## config.mk

```make
export PLATFORM = sky130hd
export DESIGN_NAME = alu_arbiter
export DESIGN_NICKNAME = d
export VERILOG_FILES = /design/src/rtl/alu_arbiter.sv
export SDC_FILE = /design/constraint.sdc
export NUM_CORES = 1
export LEC_CHECK = 0
export ABC_AREA = 1
export CORE_ASPECT_RATIO = 0.8
export CORE_MARGIN = 2
export CORE_UTILIZATION = 35
export CTS_CLUSTER_DIAMETER = 100
export CTS_CLUSTER_SIZE = 20
export DETAILED_ROUTE_END_ITERATION = 12
export PLACE_DENSITY_LB_ADDON = 0.08
export SLEW_MARGIN = 20
export SYNTH_ARGS = -nofsm -noshare
export SYNTH_HDL_FRONTEND = slang
export SYNTH_SLANG_ARGS = --single-unit
```

## constraint.sdc

```tcl
create_clock -name clk_i -period 8.8 [get_ports clk_i]
set_input_delay 0.88 -clock clk_i [delete_from_list [all_inputs] [get_ports clk_i]]
set_output_delay 0.88 -clock clk_i [all_outputs]
set_load 0.01 [all_outputs]
```

## src/rtl/alu_arbiter.sv

```systemverilog
// Two-requester round-robin front end sharing one alu_mirisc_v (3-cycle accept/exec/respond).
// Define ALU_ARB_OPCHECK_EN to flag illegal op codes with rsp_err_o and zero the result.

module alu_mirisc_v (
  input  logic [5:0]  operator_i,
  input  logic [31:0] operand_a_i,
  input  logic [31:0] operand_b_i,
  output logic [31:0] result_o,
  output logic        comparison_result_o
);
  localparam logic [5:0] OpAdd = 6'b011000;
  localparam logic [5:0] OpSub = 6'b011001;
  localparam logic [5:0] OpXor = 6'b101111;
  localparam logic [5:0] OpOr  = 6'b101110;
  localparam logic [5:0] OpAnd = 6'b010101;
  localparam logic [5:0] OpSra = 6'b100100;
  localparam logic [5:0] OpSrl = 6'b100101;
  localparam logic [5:0] OpSll = 6'b100111;
  localparam logic [5:0] OpLts = 6'b000000;
  localparam logic [5:0] OpLtu = 6'b000001;
  localparam logic [5:0] OpGes = 6'b001010;
  localparam logic [5:0] OpGeu = 6'b001011;
  localparam logic [5:0] OpEq  = 6'b001100;
  localparam logic [5:0] OpNe  = 6'b001101;

  logic w_cmp;
  logic w_is_cmp;

  always_comb begin
    result_o = '0;
    w_cmp    = 1'b0;
    w_is_cmp = 1'b0;
    case (operator_i)
      OpAdd: result_o = operand_a_i + operand_b_i;
      OpSub: result_o = operand_a_i - operand_b_i;
      OpXor: result_o = operand_a_i ^ operand_b_i;
      OpOr:  result_o = operand_a_i | operand_b_i;
      OpAnd: result_o = operand_a_i & operand_b_i;
      OpSra: result_o = $signed(operand_a_i) >>> operand_b_i[4:0];
      OpSrl: result_o = operand_a_i >> operand_b_i[4:0];
      OpSll: result_o = operand_a_i << operand_b_i[4:0];
      OpLts: begin w_is_cmp = 1'b1; w_cmp = $signed(operand_a_i) <  $signed(operand_b_i); end
      OpLtu: begin w_is_cmp = 1'b1; w_cmp = operand_a_i <  operand_b_i; end
      OpGes: begin w_is_cmp = 1'b1; w_cmp = $signed(operand_a_i) >= $signed(operand_b_i); end
      OpGeu: begin w_is_cmp = 1'b1; w_cmp = operand_a_i >= operand_b_i; end
      OpEq:  begin w_is_cmp = 1'b1; w_cmp = operand_a_i == operand_b_i; end
      OpNe:  begin w_is_cmp = 1'b1; w_cmp = operand_a_i != operand_b_i; end
      default: result_o = '0;
    endcase
    // Compare ops return the boolean both as flag and as a 0/1 result (set-less-than style).
    if (w_is_cmp) result_o = {31'b0, w_cmp};
    comparison_result_o = w_cmp;
  end
endmodule

module alu_arbiter #(
  parameter int unsigned RR_INIT = 0
) (
  input  logic        clk_i,
  input  logic        rst_n,
  input  logic        req0_valid_i,
  output logic        req0_ready_o,
  input  logic [31:0] req0_a_i,
  input  logic [31:0] req0_b_i,
  input  logic [5:0]  req0_op_i,
  input  logic        req1_valid_i,
  output logic        req1_ready_o,
  input  logic [31:0] req1_a_i,
  input  logic [31:0] req1_b_i,
  input  logic [5:0]  req1_op_i,
  output logic        rsp_valid_o,
  input  logic        rsp_ready_i,
  output logic        rsp_id_o,
  output logic [31:0] rsp_result_o,
  output logic        rsp_flag_o,
  output logic        rsp_err_o
);
  typedef enum logic [1:0] {StIdle, StExec, StResp} state_e;

  state_e      r_state;
  state_e      w_state_nxt;
  logic        r_prio;
  logic [31:0] r_a;
  logic [31:0] r_b;
  logic [5:0]  r_op;
  logic        r_id;
  logic [31:0] r_result;
  logic        r_flag;
  logic        w_any_valid;
  logic        w_grant_id;
  logic        w_accept;
  logic [31:0] w_alu_result;
  logic        w_alu_flag;

  assign w_any_valid = req0_valid_i | req1_valid_i;
  assign w_grant_id  = (req0_valid_i & req1_valid_i) ? r_prio : req1_valid_i;
  // Gating with rst_n keeps both readies low while reset is held.
  assign w_accept    = (r_state == StIdle) & w_any_valid & rst_n;

  always_ff @(posedge clk_i or negedge rst_n) begin
    if (!rst_n) begin
      r_state <= StIdle;
    end else begin
      r_state <= w_state_nxt;
    end
  end

  always_comb begin
    w_state_nxt = r_state;
    unique case (r_state)
      StIdle:  if (w_accept) w_state_nxt = StExec;
      StExec:  w_state_nxt = StResp;
      StResp:  if (rsp_ready_i) w_state_nxt = StIdle;
      default: w_state_nxt = StIdle;
    endcase
  end

  always_comb begin
    req0_ready_o = w_accept & ~w_grant_id;
    req1_ready_o = w_accept & w_grant_id;
    rsp_valid_o  = (r_state == StResp);
  end

  always_ff @(posedge clk_i or negedge rst_n) begin
    if (!rst_n) begin
      r_prio <= 1'(RR_INIT);
      r_a    <= '0;
      r_b    <= '0;
      r_op   <= '0;
      r_id   <= 1'b0;
    end else if (w_accept) begin
      r_prio <= ~w_grant_id;
      r_a    <= w_grant_id ? req1_a_i  : req0_a_i;
      r_b    <= w_grant_id ? req1_b_i  : req0_b_i;
      r_op   <= w_grant_id ? req1_op_i : req0_op_i;
      r_id   <= w_grant_id;
    end
  end

  alu_mirisc_v u_alu (
    .operator_i          (r_op),
    .operand_a_i         (r_a),
    .operand_b_i         (r_b),
    .result_o            (w_alu_result),
    .comparison_result_o (w_alu_flag)
  );

`ifdef ALU_ARB_OPCHECK_EN
  logic r_err;
  logic w_op_legal;

  always_comb begin
    unique case (r_op)
      6'b011000, 6'b011001, 6'b101111, 6'b101110, 6'b010101, 6'b100100, 6'b100101,
      6'b100111, 6'b000000, 6'b000001, 6'b001010, 6'b001011, 6'b001100,
      6'b001101: w_op_legal = 1'b1;
      default:   w_op_legal = 1'b0;
    endcase
  end

  always_ff @(posedge clk_i or negedge rst_n) begin
    if (!rst_n) begin
      r_result <= '0;
      r_flag   <= 1'b0;
      r_err    <= 1'b0;
    end else if (r_state == StExec) begin
      r_result <= w_op_legal ? w_alu_result : '0;
      r_flag   <= w_op_legal & w_alu_flag;
      r_err    <= ~w_op_legal;
    end
  end

  assign rsp_err_o = r_err;
`else
  always_ff @(posedge clk_i or negedge rst_n) begin
    if (!rst_n) begin
      r_result <= '0;
      r_flag   <= 1'b0;
    end else if (r_state == StExec) begin
      r_result <= w_alu_result;
      r_flag   <= w_alu_flag;
    end
  end

  assign rsp_err_o = 1'b0;
`endif

  assign rsp_id_o     = r_id;
  assign rsp_result_o = r_result;
  assign rsp_flag_o   = r_flag;
endmodule

```

Word level (Yosys, flattened, before mapping)
Cells that the tools add are included.
{"block": "totals", "ff_bits": 107, "input_bits": 145, "output_inout_bits": 38, "word_cells": 61}
{"block": "op_classes", "n_addsub": 2, "n_lt_le_gt_ge": 4, "eq_ne": 19, "shifts": 3, "mux": 11, "bitwise": 10, "reduce_logical": 4}
{"operator": "32-bit case mux with 8 select lines", "n": 1}
{"operator": "32-bit 2-to-1 mux", "n": 3}
{"operator": "32-bit >= comparator", "n": 2}
{"operator": "32-bit less-than comparator", "n": 2}
{"operator": "32-bit adder", "n": 1}
{"operator": "32-bit bitwise AND", "n": 1}
{"operator": "32-bit == test", "n": 1}
{"operator": "32-bit inequality test", "n": 1}
{"operator": "32-bit OR", "n": 1}
{"operator": "32-bit by 5-bit << shifter with 32-bit output", "n": 1}
{"operator": "32-bit by 5-bit right shift with 32-bit output", "n": 1}
{"operator": "32-bit by 5-bit >>> shifter with 32-bit output", "n": 1}
{"operator": "32-bit subtractor", "n": 1}
{"operator": "32-bit XOR", "n": 1}
{"operator": "6-bit == test (second input constant)", "n": 5}
{"operator": "6-bit by 4-bit == test with 1-bit output (second input constant)", "n": 4}
{"operator": "6-bit by 5-bit == test with 1-bit output (second input constant)", "n": 3}
{"operator": "6-bit by 1-bit == test with 1-bit output (second input constant)", "n": 1}
{"operator": "6-bit zero test", "n": 1}
{"operator": "6-bit 2-to-1 mux", "n": 1}
{"operator": "1-bit case mux with 6 select lines", "n": 1}
{"operator": "2-bit case mux with 3 select lines", "n": 1}
{"operator": "6-bit OR reduction", "n": 1}
{"operator": "1-bit bitwise AND", "n": 5}
{"operator": "other kinds (10)", "n": 12}

Depth between registers and ports, before layout
Gate-level depths: netlist of the first run.
{"block": "depth", "depth_word": 5, "depth_mapped": 22, "mapped_depth_nobuf": 19}

By module
From an unflattened synthesis of the first run, not the netlist that was laid out.
{"block": "hier_totals", "cells_unflattened": 2648, "hier_area_um2": 14810.5}
{"module": "alu_mirisc_v", "n_inst": 1, "cells_per_inst": 1952, "area_each_um2": 9693.0}
{"module": "alu_arbiter", "n_inst": 1, "cells_per_inst": 696, "area_each_um2": 5117.4}

Worst setup path after synthesis of the first run
OpenSTA, ideal clock, no wires.
{"block": "synth_timing", "path_type": "register -> register", "start": "reg r_b[4]", "end": "reg r_result[0], in the netlist rsp_result_o[0]", "setup_ns": 0.119, "t_arrival_ns": 2.633, "slack_ns": 6.048, "path_stages_with_launch": 21, "path_buffers": 4, "synth_period_minus_slack_ns": 2.752, "cell_sequence": "dfrtp_1 clkbuf_1 inv_1 buf_2 buf_1 ha_1 buf_2 inv_2 nand2_1 nor2_1 nand3_1 nand2_1 nand2_1 nand2_2 nand2_2 nand3_1 nand2_1 nor2_1 nand3_1 nand2_1 nand2_1"}
{"block": "synth_between", "elab_chain_cells": 3}
{"item": "from (decl)", "line_no": "84", "text": "logic [31:0] r_b;"}
{"item": "from (signal assigned)", "line_no": "134", "text": "r_b <= w_grant_id ? req1_b_i : req0_b_i;"}
{"item": "32-bit >= comparator (tied with other cells)", "line_no": "45", "text": "OpGeu: begin w_is_cmp = 1'b1; w_cmp = operand_a_i >= operand_b_i; end"}
{"item": "1-bit case mux with 6 select lines or 32-bit case mux with 8 select lines (tied branches)", "line_no": "33", "text": "case (operator_i)"}
{"item": "32-bit 2-to-1 mux *", "line_no": "51", "text": "if (w_is_cmp) result_o = {31'b0, w_cmp};"}
{"item": "to (signal assigned)", "line_no": "180", "text": "r_result <= w_alu_result;"}
{"item": "to (decl)", "line_no": "87", "text": "logic [31:0] r_result;"}
Every way passes the cells marked *; elsewhere a longest branch is shown, timed or not.
A chain may end at the register's enable or synchronous reset.

Worst setup path after layout of the first run
{"block": "layout_timing", "start": "in req1_valid_i", "end": "out req1_ready_o"}
{"block": "layout_between", "elab_chain_cells": 4}
{"item": "from (decl)", "line_no": "66", "text": "input logic req1_valid_i,"}
{"item": "1-bit OR", "line_no": "95", "text": "assign w_any_valid = req0_valid_i | req1_valid_i;"}
{"item": "1-bit bitwise AND (2 in series)", "line_no": "98", "text": "assign w_accept = (r_state == StIdle) & w_any_valid & rst_n;"}
{"item": "1-bit bitwise AND *", "line_no": "120", "text": "req1_ready_o = w_accept & w_grant_id;"}
{"item": "to (decl)", "line_no": "67", "text": "output logic req1_ready_o,"}
Marks and branches as above.

==> results of run 1 <==
-- report_power, final --
part	total [W]	internal (W)	switching, W	leakage [nW]
combinational	0.00543	0.00151	0.00391	6.63
sequential	0.00101	0.000693	0.000321	1.37
clock	0.000474	0.000207	0.000267	0.152
-- logic make-up after synthesis --
kind of cell | Yosys count
multiplexers | 4
buffers and inverters | 372
AO/OA/AOI/OAI | 366
flip-flops | 107
AND/OR/NAND/NOR | 1544
XOR/XNOR | 2
other | 1
adder cells (fa/ha/maj) | 106
-- tightest hold or removal path: stages, from the launching register on --
cell and delay [ps]:
dfrtp_1 350, nand2_1 50, nand2_1 50
-- layer usage --
metal / routed length, um / share of wire (%) / track usage [%] / vias to the layer above
li1: - / - / - / 8344
met1: 35800 / 47 / 52.6 / 8569
met2: 30900 / 40 / 50.9 / 902
met3: 7720 / 10 / 7.85 / 114
met4: 2350 / 3.1 / 11.2 / 6
met5: 39 / 0.051 / 0 / -
-- final cells by class --
type	instances	area (sq um)
clock buffers	9	225
well taps	544	681
inverters	248	933
fillers	4544	23900
clock inverters	7	91.3
multi-input cells	2023	10100
diodes	2	5.00
flip-flops and latches	107	2680
repair buffers	201	1960
-- registers in the layout, indices dropped and copies added (netlist names) --
register	count
rsp_id_o	1
rsp_flag_o	1
r_op	6
rsp_result_o	32
r_prio	1
r_a	32
r_state	2
r_b	32
-- metrics by stage --
step                      hold slack (ps)  total power, W  util (%)
after floorplan                       490         0.00437         -
after global placement                462         0.00624      40.4
after detailed placement              467         0.00623      40.4
after CTS                             490         0.00673      41.1
after global routing                  511         0.00741      41.1
final                                 483         0.00691      41.2
-- Yosys cell counts, drive strengths merged (5+ instances only) --
library cell and count:
inv 246, a21oi 110, nor2 193, dfrtp 107, o21bai 13, nand3 331
o22ai 13, o21ai 106, o221ai 6, o21a 12, buf 85, nand4 34
o211ai 87, nand2 937, ha 104, nor3 27, clkbuf 39, a221oi 5
and2 9
-- layout by cell type, fill, tap and decap left out, types with 4 or more instances in the layout --
master / n
o221ai_1: 6
o21a_1: 12
o21bai_1: 13
o22ai_1: 13
a21boi_0: 4
o21ai_0: 85
a21oi_1: 109
inv_2: 15
nor2_2: 8
nand4_1: 33
o211ai_1: 87
a211oi_1: 4
and2_1: 9
mux2i_1: 4
inv_1: 231
o21ai_1: 20
nor3_1: 26
nor2_4: 5
clkbuf_16: 9
nand3_1: 331
nor2_1: 178
nand3b_1: 4
nand2_2: 4
dfrtp_1: 105
a221oi_1: 4
ha_1: 104
nand2_1: 930
clkdlybuf4s50_1: 180
buf_4: 21
-- path summary, 6_finish.rpt --
check,start,endpoint,slack (ps),cells past startpoint
max,req1_valid_i,req1_ready_o,4960,6
min,rsp_result_o[1],rsp_result_o[1],480,2
max reg2reg,r_b[2],rsp_result_o[3],5060,12
min reg2reg,rsp_result_o[1],rsp_result_o[1],480,2
max in group asynchronous,rst_n,r_b[2],7460,2
min in group asynchronous,rst_n,r_b[11],660,2
==> results.cfg, run 1 <==
[cells_and_area]
final_area_sq_um = 16700
final_cells = 3141
drive_gt1_share_pct = 3.28
final_nets = 2841
syn_to_final_growth_pct = 16.2

[power_and_ir_drop]
p_leak_nw = 8.15
p_per_area_nw_per_um2 = 414
ir_worst_vdd_mv = 0.460

[logic_synthesis]
ys_warn_count = 0
synthFlopType = dfrtp_1
ys_seq_area_share_pct = 18.6
synth_top_cell_area_share_pct = 24.3
synth_top_family_by_area = simple AND/OR/NAND/NOR gates
synth.area.mux_share_pct = 0.278
synth_area_sq_um = 14400
synth_cells = 2502
synthSimpleGateAreaFrac_pct = 45.2
synth-xor-area-share_pct = 0.122
synth_compound_gate_area_share_pct = 15.4
yosysTopAreaCell = nand2_1
yosys.cell_types.count = 51
synth-adder-area-share_pct = 9.32
avgSynthCellArea_sq_um = 5.75
synthesis.nets = 2753
synth_edf_count = 0
ys_ff_latch = 107
ys_top_cells_by_area = nand2_1, dfrtp_1, nand3_1
async_flop_share_pct = 100

[critical_path]
slowest_stage = clkdlybuf4s50_1
crit_family = buffers and inverters
worstSetupPathType = input pin to output pin
path_max_fanout = 17
slowest_delay_ps = 650
critical_path_buf_inv_count = 4
cp-end-kind = output pin
crit_arrival_ps = 2960
worstPathCellList = clkdlybuf4s50_1, inv_1, a21oi_1, inv_1, nor2_4, clkdlybuf4s50_1
startpoint_type = input pin
required_ps = 7920

[global_route]
grt_max_degree = 73
antenna_found_initial = 4
gr-usage-all-layers_pct = 35.6
grt_pass1_vias = 16421
grt_pass1_wl_mm = 110
grt_overflow = 0

[floorplanning]
core-area_sq_um = 40600
die_h_um = 185
rows = 66
ios = 183
die_x_um = 231
die-area_sq_um = 42700
start_util_pct = 35.4

[placement]
place_congestion = 1.03
dp_slack_ps = 4960
placed_cell_area_sq_um = 16400
place_hpwl_mm = 61.5
dp.cells = 3123
port_buffers = 181

[sta]
fmax_ghz = 0.260
timing.final.crit_share_pct = 43.6
worst_slew_pin_slew_ps = 978
hold_viol = 0
clock_skew_ps = 34.5
setup_ws_ps = 4960
setup-tns-final_ps = 0
setup_viol = 0
finalCriticalPeriod_ps = 3840
slew_headroom_pct = 34.8
finalMaxSlewViolations = 0
grt_setup_unrepaired = false

[route]
dr.pass1.iters = 8
post_drt_wl_per_cell_um = 24.4
drcViolationCount = 0
vias_per_cell = 5.71
drtIter0Drc = 2114
routed_wl_mm = 76.8
antenna_left = 0
via_count = 17935

[clocking]
tritoncts = yes
cts_resized = 0
clock_latency_ps = 430
cts_hold_buf = 0
root_buffer = clkbuf_16
clock_path_buffers = 2
htree_levels = 3
clk_pin_slew_worst_paths_ps = 90
cts.sinks = 107
post_cts_buffers = 0
numCtsBuffers = 9

[run_status]
status = completed

[flow_run]
cap_violations = 0

[worst_hold_path]
holdCritPathClass = flip-flop to flip-flop
No activity file was read; power rests on OpenSTA's default activity.
==> run 2, diff against run 1 <==
- clock period: 8.8 -> 3.58 ns (I/O delays scaled with it)
==> run 2 against run 1 <==
Against the previous run: sequential power is 140% higher; clock power is 140% higher; non-clock buffer count is 37 higher; sequential cell count stayed put; power grew to 2.5 times the previous value; critical path type is now flip-flop to flip-flop; largest power group unchanged; routed wire length is 2.5% higher; combinational power grew to 2.5 times the previous value; critical endpoint is now rsp_result_o[0]; die area stayed put; highest routed layer is now met4; sequential share of layout area is 0.29 points lower; clock skew is 18 ps lower; first-iteration DRC count is 3.0% lower; via count is 0.93% higher.
==> results.cfg, run 2 (synthesis results as in run 1) <==
[run_status]
status = completed

[floorplanning]
start_util_pct = 35.4
die_x_um = 231
die-area_sq_um = 42700
core-area_sq_um = 40600
rows = 66
ios = 183
die_h_um = 185

[critical_path]
slowest_delay_ps = 530
worstSetupPathType = flip-flop to flip-flop
startpoint_type = flip-flop
slowest_stage = dfrtp_2
cp-end-kind = flip-flop
crit_arrival_ps = 3560
path_max_fanout = 9
worstPathCellList = inv_1, ha_1, nor2_1, nand2_1, nor2_1, nand4_1, nor2_2, nor2_1, a21oi_1, nand2_1, nor2_1, nand3_1, nand2_1, nand2_1
required_ps = 3880

[sta]
hold_viol = 0
setup_viol = 0
slew_headroom_pct = 39.5
fmax_ghz = 0.307
finalCriticalPeriod_ps = 3250
setup_ws_ps = 326
setup-tns-final_ps = 0
grt_setup_unrepaired = false
finalMaxSlewViolations = 0
clock_skew_ps = 16.7
worst_slew_pin_slew_ps = 907
timing.final.crit_share_pct = 90.9

[cells_and_area]
drive_gt1_share_pct = 4.71
layout_common_cells = nand2_1, nand3_1, inv_1, clkdlybuf4s50_1, nor2_1
final_common_cell = nand2_1
syn_to_final_growth_pct = 18.5
n_antenna_cell = 0
final_core_util_pct = 42.0
final_nets = 2878

[route]
routed_wl_mm = 78.7
antenna_left = 0
dr.pass1.iters = 8
via_count = 18102
vias_per_cell = 5.70
drtIter0Drc = 2050
drcViolationCount = 0
post_drt_wl_per_cell_um = 24.8

[power_and_ir_drop]
clock_power_share_pct = 6.6
p_per_area_nw_per_um2 = 1020
intPower_w = 0.00614
comb_power_share_pct = 79.4
ir_worst_vdd_mv = 0.422
switchingPower_w = 0.0112
swShare_pct = 64.5
p_leak_nw = 8.35
p_seq_share_pct = 14.0

[clocking]
root_buffer = clkbuf_16
clk_pin_slew_worst_paths_ps = 100
numCtsBuffers = 9
htree_levels = 3
cts.sinks = 107
clock_path_buffers = 2
cts_hold_buf = 0
tritoncts = yes
clock_latency_ps = 420

[placement]
place_congestion = 1.04
dp_slack_ps = 189
place_hpwl_mm = 64.9
port_buffers = 181

[global_route]
grt_overflow = 0
antenna_found_initial = 1
gr-usage-all-layers_pct = 36.6
grt_max_degree = 70
grt_pass1_wl_mm = 113
grt_pass1_vias = 16829

[flow_run]
cap_violations = 0

[worst_hold_path]
holdCritPathClass = input pin to asynchronous set/reset pin
## run 2: cell count changes in the layout (fill, tap and decap cells not counted), moves of 2 or more
cell,delta
dfrtp_2,+2
diode_2,-2
buf_4,+33
buf_12,+4
dfrtp_1,-2
## run 2: layout make-up
class / count / area, sq um
fillers: 4563 / 23600
multi-input cells: 2023 / 10100
flip-flops and latches: 107 / 2680
repair buffers: 238 / 2290
inverters: 248 / 937
well taps: 544 / 681
clock buffers: 9 / 225
clock inverters: 7 / 91.3
## run 2: stage by stage
stage	hold WS (ps)	area (sq um)	std cells	total power, W
after floorplan	62.4	14400	2502	0.0107
after global placement	463	16700	3158	0.0157
after detailed placement	466	16700	3158	0.0156
after CTS	165	17000	3174	0.0168
after global routing	202	17000	3176	0.0185
final	118	17000	3176	0.0173
## run 2: timing repair
| action | in CTS | in global routing |
|---|---|---|
| buffers inserted | 0 | 2 |
| endpoints found under the setup margin | 0 | 2 |
| resized for setup | 0 | 3 |
## run 2: routing by layer
metal,GRT usage [%],wire length [um]
met5,0,0
met4,11.8,2330
met3,7.40,7640
met2,54.6,33100
met1,52.4,35700
## run 2: final timing paths
| kind | from | end | slack [ps] | depth (start not counted) |
|---|---|---|---|---|
| setup / recovery | r_a[13] | rsp_result_o[0] | 330 | 14 |
| hold / removal | rst_n | rsp_result_o[17] | 120 | 2 |
| setup reg to reg | r_a[13] | rsp_result_o[0] | 330 | 14 |
| hold reg to reg | rsp_result_o[31] | rsp_result_o[31] | 480 | 2 |
| max in group asynchronous | rst_n | r_b[1] | 2730 | 2 |
| min in group clk_i | rsp_result_o[31] | rsp_result_o[31] | 480 | 2 |
## run 2: power by group through the flow
stage | Combinational, W | Clock (W) | Sequential [W]
floorplan | 0.00855 | 0 | 0.00218
global placement | 0.0133 | 0 | 0.00240
detailed placement | 0.0132 | 0 | 0.00241
CTS | 0.0133 | 0.00118 | 0.00239
global route | 0.0148 | 0.00122 | 0.00247
finish | 0.0137 | 0.00115 | 0.00242
## run 2: worst max-delay path, delay by kind of cell (launching register included)
kind            cells  cell delay, ps
simple gates       11            1710
flops               1             530
fa+ha+maj           1             520
buf+inv             1             240
compound gates      1             140
